File: config.mk
export PLATFORM = sky130hd
export DESIGN_NAME = mux2_rr_arbiter
export DESIGN_NICKNAME = d
export VERILOG_FILES = /design/src/rtl/mux2_rr_arbiter.sv
export SDC_FILE = /design/constraint.sdc
export NUM_CORES = 1
export LEC_CHECK = 0
export CAP_MARGIN = 20
export CORE_AREA = 2 2 67 69
export DETAILED_ROUTE_END_ITERATION = 10
export DIE_AREA = 0 0 69 71
export PLACE_DENSITY_LB_ADDON = 0.25
export RECOVER_POWER = 100
export SYNTH_ARGS = -nofsm -noshare
export SYNTH_HDL_FRONTEND = slang
export SYNTH_SLANG_ARGS = --single-unit
File: constraint.sdc
create_clock -name clk -period 2.4 [get_ports clk]
set_input_delay 0.36 -clock clk [delete_from_list [all_inputs] [get_ports clk]]
set_output_delay 0.36 -clock clk [all_outputs]
set_load 0.03 [all_outputs]
File: src/rtl/mux2_rr_arbiter.sv
// Two-requester packet arbiter driving a 2:1 mux select, with a registered valid/ready output stage.
// Define MUX2_ARB_STATS_EN to add per-requester packet counters and a truncation counter.
module mux2_rr_arbiter #(
  parameter int WIDTH     = 8,
  parameter int MAX_BEATS = 16
) (
  input  logic             clk,
  input  logic             rst,
  input  logic             in1_valid,
  input  logic [WIDTH-1:0] in1_data,
  input  logic             in1_last,
  output logic             in1_ready,
  input  logic             in2_valid,
  input  logic [WIDTH-1:0] in2_data,
  input  logic             in2_last,
  output logic             in2_ready,
  output logic             sel,
  output logic             out_valid,
  output logic [WIDTH-1:0] out_data,
  output logic             out_last,
  input  logic             out_ready,
  output logic             trunc_err
`ifdef MUX2_ARB_STATS_EN
  ,
  output logic [15:0]      pkt_cnt1,
  output logic [15:0]      pkt_cnt2,
  output logic [7:0]       trunc_cnt
`endif
);

  localparam logic [1:0] IDLE = 2'd0;
  localparam logic [1:0] GNT1 = 2'd1;
  localparam logic [1:0] GNT2 = 2'd2;

  logic [1:0]       state;
  logic             ptr;        // 0: in1 wins a tie, 1: in2 wins a tie
  logic [7:0]       beat_cnt;
  logic             stage_free;
  logic             xfer1;
  logic             xfer2;
  logic             xfer;
  logic [WIDTH-1:0] xfer_data;
  logic             xfer_last;
  logic             at_max;
  logic             forced;
  logic             pkt_end;

  assign stage_free = !out_valid || out_ready;
  assign in1_ready  = (state == GNT1) && stage_free;
  assign in2_ready  = (state == GNT2) && stage_free;
  assign xfer1      = in1_valid && in1_ready;
  assign xfer2      = in2_valid && in2_ready;
  assign xfer       = xfer1 || xfer2;
  assign xfer_data  = xfer2 ? in2_data : in1_data;
  assign xfer_last  = xfer2 ? in2_last : in1_last;
  assign at_max     = (beat_cnt == 8'(MAX_BEATS - 1));
  assign forced     = xfer && !xfer_last && at_max;
  assign pkt_end    = xfer && (xfer_last || at_max);

  always_ff @(posedge clk or posedge rst) begin
    if (rst) begin
      state <= IDLE;
      sel   <= 1'b0;
      ptr   <= 1'b0;
    end else begin
      case (state)
        IDLE: begin
          if (in1_valid && (!in2_valid || !ptr)) begin
            state <= GNT1;
            sel   <= 1'b0;
          end else if (in2_valid) begin
            state <= GNT2;
            sel   <= 1'b1;
          end
        end
        GNT1, GNT2: begin
          // The requester just served loses the next tie.
          if (pkt_end) begin
            state <= IDLE;
            ptr   <= (state == GNT1);
          end
        end
        default: state <= IDLE;
      endcase
    end
  end

  always_ff @(posedge clk or posedge rst) begin
    if (rst) begin
      beat_cnt <= '0;
    end else if (pkt_end) begin
      beat_cnt <= '0;
    end else if (xfer) begin
      beat_cnt <= beat_cnt + 8'd1;
    end
  end

  always_ff @(posedge clk or posedge rst) begin
    if (rst) begin
      out_valid <= 1'b0;
      out_data  <= '0;
      out_last  <= 1'b0;
      trunc_err <= 1'b0;
    end else begin
      trunc_err <= forced;
      if (xfer) begin
        out_valid <= 1'b1;
        out_data  <= xfer_data;
        out_last  <= xfer_last || at_max;
      end else if (stage_free) begin
        out_valid <= 1'b0;
      end
    end
  end

`ifdef MUX2_ARB_STATS_EN
  always_ff @(posedge clk or posedge rst) begin
    if (rst) begin
      pkt_cnt1  <= '0;
      pkt_cnt2  <= '0;
      trunc_cnt <= '0;
    end else begin
      if (pkt_end && xfer1) pkt_cnt1 <= pkt_cnt1 + 16'd1;
      if (pkt_end && xfer2) pkt_cnt2 <= pkt_cnt2 + 16'd1;
      if (trunc_err && (trunc_cnt != 8'hFF)) trunc_cnt <= trunc_cnt + 8'd1;
    end
  end
`endif

endmodule

==> impl_metrics.sql <==
INSERT INTO impl_metrics (metric_group, metric, value, unit) VALUES
('layout', 'diodes', '0', ''),
('worst_setup_path', 'path_cells', 'clkdlybuf4s50_1 > nand2b_1 > and2_1 > clkdlybuf4s50_1', ''),
('grt', 'grt_first_pass_wirelength', '4636', 'µm'),
('drt', 'postRouteAntennaNets', '0', ''),
('floorplan', 'design.core.area', '4204', 'µm²'),
('drt', 'detailedRoute.firstIterationViolations', '32', ''),
('clock_network', 'cts_root_buffer', 'sky130_fd_sc_hd__clkbuf_8', ''),
('floorplan', 'rows', '24', ''),
('clock_network', 'clkSlewWorstSetupHoldPaths', '0.08', 'ns'),
('run_status', 'run_status', 'finished, final reports clean', ''),
('placed_design', 'globalplace.congestion', '0.7546', ''),
('grt', 'global_route.peak_usage_layer', 'met2', ''),
('layout', 'area.growth.synth_to_final', '38.40', '%'),
('worst_setup_path', 'type_of_element_launching_the_critical_path', 'primary input', ''),
('clock_network', 'cts_hold_buf', '0', ''),
('drt', 'wl', '2674', 'µm'),
('timing', 'finalWorstPathRequiredPeriod', '2.220', 'ns'),
('clock_network', 'cts.htree.levels', '1', ''),
('clock_network', 'clkLatencyLatePin', '0.27', 'ns'),
('pwr', 'power.share.sequential', '34.6', '%'),
('drt', 'route.detailed.wl_per_inst', '12.50', 'µm'),
('clock_network', 'clockBufferDepth', '2', ''),
('drt', 'route.detailed.vias_per_inst', '4.827', ''),
('timing', 'report.final.hold_viol_count', '0', ''),
('timing', 'max_freq', '450.5', 'MHz'),
('floorplan', 'ios', '37', ''),
('clock_network', 'tritoncts', 'yes', ''),
('floorplan', 'die_width', '69', 'µm'),
('worst_hold_path', 'hold_path.startpoint', 'out_data[5]', ''),
('grt', 'first_global_vias', '1027', ''),
('timing', 'setup_tns', '0', 'ns'),
('placed_design', 'buffers_on_ports', '36', ''),
('grt', 'met3_usage', '4.131', '%'),
('timing', 'post-route-period-util', '92.49', '%'),
('layout', 'num-nets-final', '190', ''),
('worst_setup_path', 'reg2reg_setup_slack', '0.26', 'ns'),
('layout', 'layout.cells.most_common_list', 'sky130_fd_sc_hd__dfrtp_1, sky130_fd_sc_hd__clkdlybuf4s50_1, sky130_fd_sc_hd__nand2_1, sky130_fd_sc_hd__o21ai_0, sky130_fd_sc_hd__dlygate4sd3_1', ''),
('flow_run', 'max_cap_violations', '0', ''),
('pwr', 'intPower', '0.9977', 'mW'),
('worst_setup_path', 'crit_path_slowest_cell', 'sky130_fd_sc_hd__clkdlybuf4s50_1', ''),
('pwr', 'p_clk_share', '14.2', '%'),
('timing', 'final_max_slew_viol_count', '0', ''),
('worst_setup_path', 'worst_ep_required_time', '2.04', 'ns'),
('pwr', 'power_switching_share', '42.23', '%'),
('clock_network', 'cts.sinks', '23', ''),
('synthesis', 'syn_inst', '121', ''),
('grt', 'grt_util_all_layers', '11.81', '%'),
('pwr', 'powerDensity', '1038', 'nW/µm²'),
('grt', 'met1_track_demand_over_resource', '14.17', '%'),
('layout', 'fraction_of_final_layout_cells_with_drive_strength_greater_than_1', '4.938', '%'),
('synthesis', 'ys_warn_count', '0', ''),
('worst_setup_path', 'critical_path_class', 'primary input to primary output', ''),
('timing', 'max_slew_margin', '18.26', '%'),
('worst_hold_path', 'holdCritPathClass', 'register to register', ''),
('synthesis', 'synth_cell_types', '30', ''),
('placed_design', 'detailedPlacementHpwl', '2023', 'µm'),
('timing', 'finClkSkew', '0.003581', 'ns'),
('drt', 'routed-via-count', '1033', ''),
('worst_hold_path', 'timing.hold.worst_endpoint', 'out_data[5]', ''),
('layout', 'fillerInstances', '435', ''),
('pwr', 'design_power_total', '1.727', 'mW'),
('floorplan', 'fp.dieArea', '4899', 'µm²'),
('grt', 'antenna_violations_before_repair', '0', ''),
('worst_setup_path', 'worst_reg2reg_endpoint', 'ptr', ''),
('pwr', 'ir_drop', '0.3993', 'mV'),
('synthesis', 'synth_seq_cells', '23', ''),
('drt', 'drt_pass1_iterations', '4', ''),
('floorplan', 'die_height', '71', 'µm'),
('synthesis', 'avgSynthCellArea', '9.937', 'µm²'),
('clock_network', 'cts_inserted_buffers', '3', ''),
('synthesis', 'synthesis.area', '1202', 'µm²');
registers in the layout (all words and copies together) (netlist names):
register and count:
state 2, ptr 1, trunc_err 1, beat_cnt 8, out_valid 1, sel 1
out_last 1, out_data 8
per-layer routing:
layer  up-vias  wire, µm
met3         7       251
li1        518         -
met4         0        73
met2        40      1163
met5         -         0
met1       468      1185
metrics by stage:
step	cells	instance area (µm²)	hold slack [ns]	utilization [%]	setup slack [ns]
finish	214	1664	0.4745	39.58	0.1803
global route	214	1664	0.5120	39.58	0.1152
floorplan	121	1202	0.3619	-	0.6315
global placement	210	1647	0.4628	39.17	0.1994
detailed placement	210	1647	0.4690	39.17	0.1759
CTS	214	1693	0.4302	40.27	0.1755
cell type report:
class / count / share of cell area (%)
multi-input cells: 91 / 35.04
flip-flops and latches: 23 / 34.59
repair buffers: 40 / 22.78
well taps: 52 / 3.910
clock buffers: 3 / 2.481
inverters: 4 / 0.9023
clock inverters: 1 / 0.3008
synth_stat cells:
cell type / instances
sky130_fd_sc_hd__a21boi_0: 1
sky130_fd_sc_hd__nor2_2: 1
sky130_fd_sc_hd__a32o_1: 1
sky130_fd_sc_hd__mux2_2: 1
sky130_fd_sc_hd__inv_1: 4
sky130_fd_sc_hd__a21o_1: 2
sky130_fd_sc_hd__and3_1: 6
sky130_fd_sc_hd__nand2b_1: 1
sky130_fd_sc_hd__and2_1: 4
sky130_fd_sc_hd__o211ai_4: 1
sky130_fd_sc_hd__nand2_1: 16
sky130_fd_sc_hd__mux2i_1: 8
sky130_fd_sc_hd__or4_4: 1
sky130_fd_sc_hd__ha_1: 4
sky130_fd_sc_hd__a22o_1: 4
sky130_fd_sc_hd__nor3_1: 2
sky130_fd_sc_hd__nor2b_1: 4
sky130_fd_sc_hd__o21ai_0: 16
sky130_fd_sc_hd__nand4_1: 1
sky130_fd_sc_hd__o21ai_2: 1
sky130_fd_sc_hd__nor3b_1: 1
sky130_fd_sc_hd__clkbuf_1: 3
sky130_fd_sc_hd__nor2_1: 3
sky130_fd_sc_hd__nand3_1: 3
sky130_fd_sc_hd__mux2_1: 1
sky130_fd_sc_hd__a32oi_1: 1
sky130_fd_sc_hd__nor4_1: 2
sky130_fd_sc_hd__a21oi_1: 4
sky130_fd_sc_hd__a211oi_1: 1
sky130_fd_sc_hd__dfrtp_1: 23
cell families after synthesis:
| logic type | share of synthesized area (%) |
|---|---|
| adders and majority gates | 4.162 |
| AOI/OAI and AO/OA | 17.79 |
| DFF | 47.87 |
| and+or+nand+nor | 19.46 |
| muxes | 8.533 |
| buffers and inverters | 2.185 |
power by group through the flow:
stage / combinational, mW / sequential, mW / clock (mW)
2_1_floorplan: 0.413 / 0.777 / 0
3_3_place_gp: 0.929 / 0.607 / 0
3_5_place_dp: 0.939 / 0.612 / 0
4_1_cts: 0.943 / 0.605 / 0.259
5_1_grt: 0.971 / 0.623 / 0.275
6_report: 0.884 / 0.598 / 0.246
worst max path at each step:
stage	startpoint	endpoint	slack, ns	depth (start not counted)
after floorplan	beat_cnt[5]	ptr	0.63	4
after global placement	out_ready	in1_ready	0.20	4
after detailed placement	out_ready	state[0]	0.18	6
after CTS	out_ready	in1_ready	0.18	4
after global routing	out_ready	in1_ready	0.12	4
final	out_ready	in1_ready	0.18	4
critical path: cells and delay by family:
family,cells,cell delay [ns]
and+or+nand+nor,2,0.36
buffers and inverters,2,1.13
Power figures use the tool's default switching activity.
